<file path="config.mk">
export PLATFORM = sky130hd
export DESIGN_NAME = mem_pipe_ctl
export DESIGN_NICKNAME = d
export VERILOG_FILES = /design/src/rtl/mem_pipe_ctl_pkg.sv /design/src/rtl/mem_pipe_ctl_rr_arb.sv /design/src/rtl/mem_pipe_ctl.sv
export SDC_FILE = /design/constraint.sdc
export NUM_CORES = 1
export LEC_CHECK = 0
export CORE_AREA = 2 2 339 341
export DETAILED_ROUTE_END_ITERATION = 8
export DIE_AREA = 0 0 341 343
export GPL_TIMING_DRIVEN = 0
export SKIP_CTS_REPAIR_TIMING = 1
export SLEW_MARGIN = 25
export SYNTH_ARGS = -nofsm -noshare
export SYNTH_HDL_FRONTEND = slang
export SYNTH_SLANG_ARGS = --single-unit
</file>
<file path="constraint.sdc">
create_clock -name clk -period 23.2 [get_ports clk]
set_clock_uncertainty 0.1 [all_clocks]
set_input_delay 4.64 -clock clk [delete_from_list [all_inputs] [get_ports clk]]
set_output_delay 4.64 -clock clk [all_outputs]
set_load 0.02 [all_outputs]
</file>
<file path="src/rtl/mem_pipe_ctl_pkg.sv">
// Shared types for the memory pipe controller: arbitration packet, mm5 action,
// nuke packet, and queue/pipe sizing.
package mem_pipe_ctl_pkg;

    localparam int unsigned LDQ_NUM_ENTRIES    = 8;
    localparam int unsigned STQ_NUM_ENTRIES    = 8;
    localparam int unsigned NUM_MEMPIPE_STAGES = 5;
    localparam int unsigned ID_W               = 4;
    localparam int unsigned VADDR_W            = 32;

    typedef logic [VADDR_W-1:0] t_vaddr;

    typedef enum logic {
        MEM_LOAD  = 1'b0,
        MEM_STORE = 1'b1
    } t_mem_arb_type;

    typedef struct packed {
        t_mem_arb_type              arb_type;
        logic [ID_W-1:0]            id;
        t_vaddr                     addr;
        logic                       nukeable;
        logic [STQ_NUM_ENTRIES-1:0] older_stq_ents;
    } t_mempipe_arb;

    typedef struct packed {
        logic       complete;
        logic       recycle;
        logic [1:0] rsvd;
    } t_mempipe_action;

    typedef struct packed {
        logic valid;
    } t_nuke_pkt;

    function automatic int unsigned rr_next(input int unsigned idx, input int unsigned n);
        return (idx + 1 >= n) ? 0 : idx + 1;
    endfunction

endpackage

</file>
<file path="src/rtl/mem_pipe_ctl_rr_arb.sv">
// Round-robin arbiter: first requester at or after ptr wins, wrapping N-1 -> 0.
module rr_arb #(
    parameter  int unsigned N  = 8,
    localparam int unsigned IW = (N > 1) ? $clog2(N) : 1
) (
    input  logic [N-1:0]  req,
    input  logic [IW-1:0] ptr,
    output logic [N-1:0]  gnt,
    output logic [IW-1:0] gnt_idx
);

    always_comb begin
        logic        found;
        int unsigned j;
        gnt     = '0;
        gnt_idx = '0;
        found   = 1'b0;
        j       = 0;
        for (int unsigned k = 0; k < N; k++) begin
            j = (32'(ptr) + k) % N;
            if (!found && req[j]) begin
                found   = 1'b1;
                gnt[j]  = 1'b1;
                gnt_idx = IW'(j);
            end
        end
    end

endmodule

</file>
<file path="src/rtl/mem_pipe_ctl.sv">
// Memory pipe controller: arbitrates LDQ/STQ pipe requests at mm0, carries the
// granted packet through mm1..mm5 and broadcasts complete/recycle at mm5.
module mem_pipe_ctl
    import mem_pipe_ctl_pkg::*;
#(
    parameter int unsigned NUM_LD = LDQ_NUM_ENTRIES,
    parameter int unsigned NUM_ST = STQ_NUM_ENTRIES
) (
    input  logic                                       clk,
    input  logic                                       reset,
    input  logic [$bits(t_nuke_pkt)-1:0]               nuke_rb1,
    input  logic [NUM_LD-1:0]                          ld_req_mm0,
    input  logic [NUM_LD-1:0][$bits(t_mempipe_arb)-1:0] ld_req_pkt_mm0,
    output logic [NUM_LD-1:0]                          ld_gnt_mm0,
    input  logic [NUM_ST-1:0]                          st_req_mm0,
    input  logic [NUM_ST-1:0][$bits(t_mempipe_arb)-1:0] st_req_pkt_mm0,
    output logic [NUM_ST-1:0]                          st_gnt_mm0,
    input  logic [NUM_ST-1:0]                          stq_e_valid,
    output logic                                       dc_req_mm1,
    output logic [$bits(t_vaddr)-1:0]                  dc_addr_mm1,
    input  logic                                       dc_hit_mm5,
    output logic                                       pipe_valid_mm5,
    output logic [$bits(t_mempipe_arb)-1:0]            pipe_req_pkt_mm5,
    output logic [$bits(t_mempipe_action)-1:0]         pipe_action_mm5
);

    localparam int unsigned LIW = (NUM_LD > 1) ? $clog2(NUM_LD) : 1;
    localparam int unsigned SIW = (NUM_ST > 1) ? $clog2(NUM_ST) : 1;

    t_nuke_pkt       nuke;
    logic [NUM_LD-1:0] ld_elig, ld_gnt_raw;
    logic [NUM_ST-1:0] st_elig, st_gnt_raw;
    logic [LIW-1:0]  ld_ptr, ld_idx;
    logic [SIW-1:0]  st_ptr, st_idx;
    logic            st_win, ld_win;
    t_mempipe_arb    pkt_mm0;
    t_mempipe_action act;

    logic            stage_v   [1:NUM_MEMPIPE_STAGES];
    t_mempipe_arb    stage_pkt [1:NUM_MEMPIPE_STAGES];

    assign nuke = t_nuke_pkt'(nuke_rb1);

    // Nukeable requesters sit out while a flush is active; reset masks everything.
    always_comb begin
        t_mempipe_arb p;
        ld_elig = '0;
        st_elig = '0;
        for (int unsigned i = 0; i < NUM_LD; i++) begin
            p = t_mempipe_arb'(ld_req_pkt_mm0[i]);
            ld_elig[i] = ld_req_mm0[i] & ~(nuke.valid & p.nukeable) & ~reset;
        end
        for (int unsigned i = 0; i < NUM_ST; i++) begin
            p = t_mempipe_arb'(st_req_pkt_mm0[i]);
            st_elig[i] = st_req_mm0[i] & ~(nuke.valid & p.nukeable) & ~reset;
        end
    end

    rr_arb #(.N(NUM_LD)) u_ld_arb (
        .req(ld_elig), .ptr(ld_ptr), .gnt(ld_gnt_raw), .gnt_idx(ld_idx)
    );

    rr_arb #(.N(NUM_ST)) u_st_arb (
        .req(st_elig), .ptr(st_ptr), .gnt(st_gnt_raw), .gnt_idx(st_idx)
    );

    assign st_win     = |st_elig;
    assign st_gnt_mm0 = st_gnt_raw;
    assign ld_gnt_mm0 = st_win ? '0 : ld_gnt_raw;
    assign ld_win     = |ld_gnt_mm0;

    always_comb begin
        if (st_win) begin
            pkt_mm0          = t_mempipe_arb'(st_req_pkt_mm0[st_idx]);
            pkt_mm0.arb_type = MEM_STORE;
            pkt_mm0.id       = ID_W'(st_idx);
        end else begin
            pkt_mm0          = t_mempipe_arb'(ld_req_pkt_mm0[ld_idx]);
            pkt_mm0.arb_type = MEM_LOAD;
            pkt_mm0.id       = ID_W'(ld_idx);
        end
    end

    always_ff @(posedge clk or posedge reset) begin
        if (reset) begin
            for (int unsigned k = 1; k <= NUM_MEMPIPE_STAGES; k++) begin
                stage_v[k]   <= 1'b0;
                stage_pkt[k] <= '0;
            end
            ld_ptr <= '0;
            st_ptr <= '0;
        end else begin
            stage_v[1]   <= st_win | ld_win;
            stage_pkt[1] <= pkt_mm0;
            for (int unsigned k = 2; k <= NUM_MEMPIPE_STAGES; k++) begin
                stage_v[k]   <= stage_v[k-1] & ~(nuke.valid & stage_pkt[k-1].nukeable);
                stage_pkt[k] <= stage_pkt[k-1];
            end
            if (st_win)
                st_ptr <= SIW'(rr_next(32'(st_idx), NUM_ST));
            else if (ld_win)
                ld_ptr <= LIW'(rr_next(32'(ld_idx), NUM_LD));
        end
    end

    assign dc_req_mm1  = stage_v[1];
    assign dc_addr_mm1 = stage_pkt[1].addr;

    always_comb begin
        t_mempipe_arb p5;
        logic         blocked;
        p5             = stage_pkt[NUM_MEMPIPE_STAGES];
        pipe_valid_mm5 = stage_v[NUM_MEMPIPE_STAGES] & ~(nuke.valid & p5.nukeable);
        blocked        = |(p5.older_stq_ents[NUM_ST-1:0] & stq_e_valid);
        act            = '0;
        if (pipe_valid_mm5) begin
            act.complete = (p5.arb_type == MEM_LOAD) ? (dc_hit_mm5 & ~blocked) : dc_hit_mm5;
            act.recycle  = ~act.complete;
        end
    end

    assign pipe_req_pkt_mm5 = stage_pkt[NUM_MEMPIPE_STAGES];
    assign pipe_action_mm5  = act;

    a_gnt_onehot0: assert property (@(posedge clk) disable iff (reset)
        $onehot0({st_gnt_mm0, ld_gnt_mm0}));
    a_gnt_req: assert property (@(posedge clk) disable iff (reset)
        ((ld_gnt_mm0 & ~ld_req_mm0) == '0) && ((st_gnt_mm0 & ~st_req_mm0) == '0));

endmodule

</file>
==> metrics.cfg <==
[outcome]
status = finished clean

[routing]
num_vias = 19400
wl_per_cell_um = 31.3
routed_wl_um = 130000
dr.pass1.iters = 6
drc = 0
ant_nets = 0
via_per_inst = 4.65
drtIter0Drc = 1421

[critical_path]
max_stage_delay_ns = 0.78
r2r_cells = 20
crit_path_end_kind = output pin
crit_required_ns = 18.46
crit_family = buffers and inverters
reg2reg_slack_ns = 16.52
r2r-end = dc_addr_mm1[2]
crit_end = st_gnt_mm0[2]
reg2reg_from = ld_ptr[1]
critPathLaunch = nuke_rb1
critPathSlowestCell = clkdlybuf4s50_1
worstSetupPathType = input pin to output pin
crit_chain = clkdlybuf4s50_1 -> buf_4 -> buf_4 -> nand2_1 -> nand4_1 -> nand4_1 -> mux2i_1 -> o2111ai_2 -> nor4_4 -> buf_2 -> clkbuf_1 -> a21boi_0 -> mux2i_1 -> clkdlybuf4s50_1
cp_num_buf_inv = 6
worst_setup_path_start_kind = input pin
path_depth = 14
crit_path_max_fanout = 11
crit_arrival_ns = 10.63

[final_layout]
nFillCells = 12200
area.sequential_sq_um = 5910
fin_nets = 3397
fin_cells = 4167
syn2layout_area_growth_pct = 62.6
multi_input_area_sq_um = 9330
drive_gt1_share_pct = 17.4

[global_route]
grt_max_degree = 88
grt_pass1_wl_um = 170000
grt-ovfl-total = 0
antenna_found_initial = 44
grt_pass1_vias = 19800
grtUsageTotal_pct = 21.3

[yosys]
yosysSeqAreaShare_pct = 33.8
synth_edf_count = 0
ys_dominant_reg_cell = dfrtp_1
synth_mux_area_share_pct = 13.7
yosysWarningCount = 0
synthesis.area_sq_um = 17400
synthArstFlopShare_pct = 100
synth_cell_types = 88
postSynthAreaPerCell_sq_um = 9.71
synth-compound-area-share_pct = 31.4
synth-adder-area-share_pct = 1.00
synth_simple_gate_area_share_pct = 6.75
synthCells = 1796
synth_top_family_by_area = compound AO/OA/AOI/OAI gates
ys_seq_elements = 236
synth-xor-area-share_pct = 0.351

[floorplanning]
die-area_sq_um = 117000
num_rows = 124
die_height_um = 343
die_w_um = 341
core_area_sq_um = 113000
top_level_ports = 864
start_util_pct = 15.4

[worst_hold_path]
whs_path_depth = 0
hold_path_class = register to register

[clock_network]
clkLatencyLatePin_ns = 0.58
cts_tree = done
cts-root-buf = clkbuf_16
clk_path_buf_depth = 3
clock_sinks = 236
numCtsBuffers = 27
path_clk_slew_ns = 0.06
htree_levels = 1

[sta]
hold_viol = 0
setup_violations = 0
tightestPinTransition_ns = 1.18
max_freq_ghz = 0.0651
period_minus_slack_ns = 15.37
min_period_over_period_pct = 66.3
finalMaxSlewViolations = 0
slew_headroom_pct = 20.8
fin_tns_setup_ns = 0
holdWs_ns = 0.243
rsz0062_at_grt = no

[job]
drv_cap = 0

[placement]
dpl.hpwl_um = 111000
portBuffers = 780
placed_cells = 4102
gp_congestion = 0.911

## through the flow
step	utilization, %	area [sq um]	setup WS (ns)
2_1_floorplan	-	17500	11.06
3_3_place_gp	23.9	27200	7.37
3_5_place_dp	24.1	27400	7.64
4_1_cts	25.0	28300	7.63
5_1_grt	25.0	28300	7.34
6_report	25.0	28400	7.83
## cell families (layout without fill, tap and decap cells)
kind of cell    Yosys count  after routing
xor+xnor                  7              7
buf+inv                 445           1284
fa+ha+maj                14             14
mux                     210            210
flops                   236            236
simple gates            207            207
compound gates          676            676
other cells               1             21
## layout by cell type (no fill, tap or decap), types with 26 or more instances in the layout
| cell type | count |
|---|---|
| inv_1 | 176 |
| clkbuf_1 | 83 |
| o221ai_1 | 85 |
| dfrtp_1 | 236 |
| buf_6 | 26 |
| nand4_1 | 52 |
| mux2i_1 | 27 |
| mux2_2 | 158 |
| buf_2 | 51 |
| o211ai_1 | 360 |
| clkbuf_16 | 27 |
| clkdlybuf4s50_1 | 780 |
| buf_4 | 91 |
| o2111ai_1 | 46 |
| nand2_1 | 35 |
## per-layer routing
metal	share of wire, %	routed length (um)	GRT usage (%)
met1	42	54200	26.9
met2	48	62200	36.1
met3	8.2	10800	5.38
met4	2.4	3070	5.62
met5	0.10	131	0
## Yosys cell counts (6+ instances only)
library cell,number,share of area (%)
ha_1,14,1.0
a22oi_1,9,0.39
mux2_2,158,10
nor2b_1,15,0.54
a31oi_1,6,0.22
nand3_1,22,0.63
mux2_4,17,1.5
o221ai_1,85,4.3
a21boi_0,12,0.52
o2111ai_1,46,2.3
clkbuf_1,94,2.0
and4_1,6,0.30
buf_4,88,3.8
nor3_1,13,0.37
dfrtp_1,236,34
buf_1,9,0.19
buf_6,25,1.6
o21ai_0,20,0.57
nand2_1,35,0.75
a21o_1,7,0.30
mux2_1,7,0.45
o211ai_2,15,1.1
o211ai_1,360,15
o21ai_1,6,0.17
a211oi_2,6,0.43
a211o_1,8,0.40
mux2i_1,27,1.5
inv_1,177,3.8
a211oi_1,9,0.39
a21oi_1,19,0.54
nand4_1,52,1.9
buf_2,49,1.4
nor2_1,25,0.54
## state kept, by name (all words and copies together) (netlist names)
name and flops:
dc_addr_mm1 32, ld_ptr 3, stage_pkt 148, stage_v 4, st_ptr 3, dc_req_mm1 1, pipe_req_pkt_mm5 45
## worst min path at each step
stage	from	endpoint	slack (ns)
3_3_place_gp	stage_pkt[114]	stage_pkt[68]	0.23
5_1_grt	stage_pkt[227]	stage_pkt[181]	0.25
3_5_place_dp	stage_pkt[63]	pipe_req_pkt_mm5[17]	0.23
2_1_floorplan	stage_pkt[46]	pipe_req_pkt_mm5[0]	0.23
6_report	stage_pkt[162]	stage_pkt[116]	0.24
4_1_cts	stage_pkt[162]	stage_pkt[116]	0.24
## layout make-up
| class | instances | area share (%) |
|---|---|---|
| multi-input cells | 1117 | 32.9 |
| repair buffers | 792 | 28.1 |
| flip-flops and latches | 236 | 20.8 |
| well taps | 1512 | 6.67 |
| plain buffers | 265 | 5.60 |
| clock buffers | 32 | 2.59 |
| inverters | 180 | 2.41 |
| clock inverters | 15 | 0.737 |
| diodes | 18 | 0.159 |
Power is left out: the tool's default activity adds up to more than one toggle a clock period on the data nets, which glitch-free logic cannot reach.
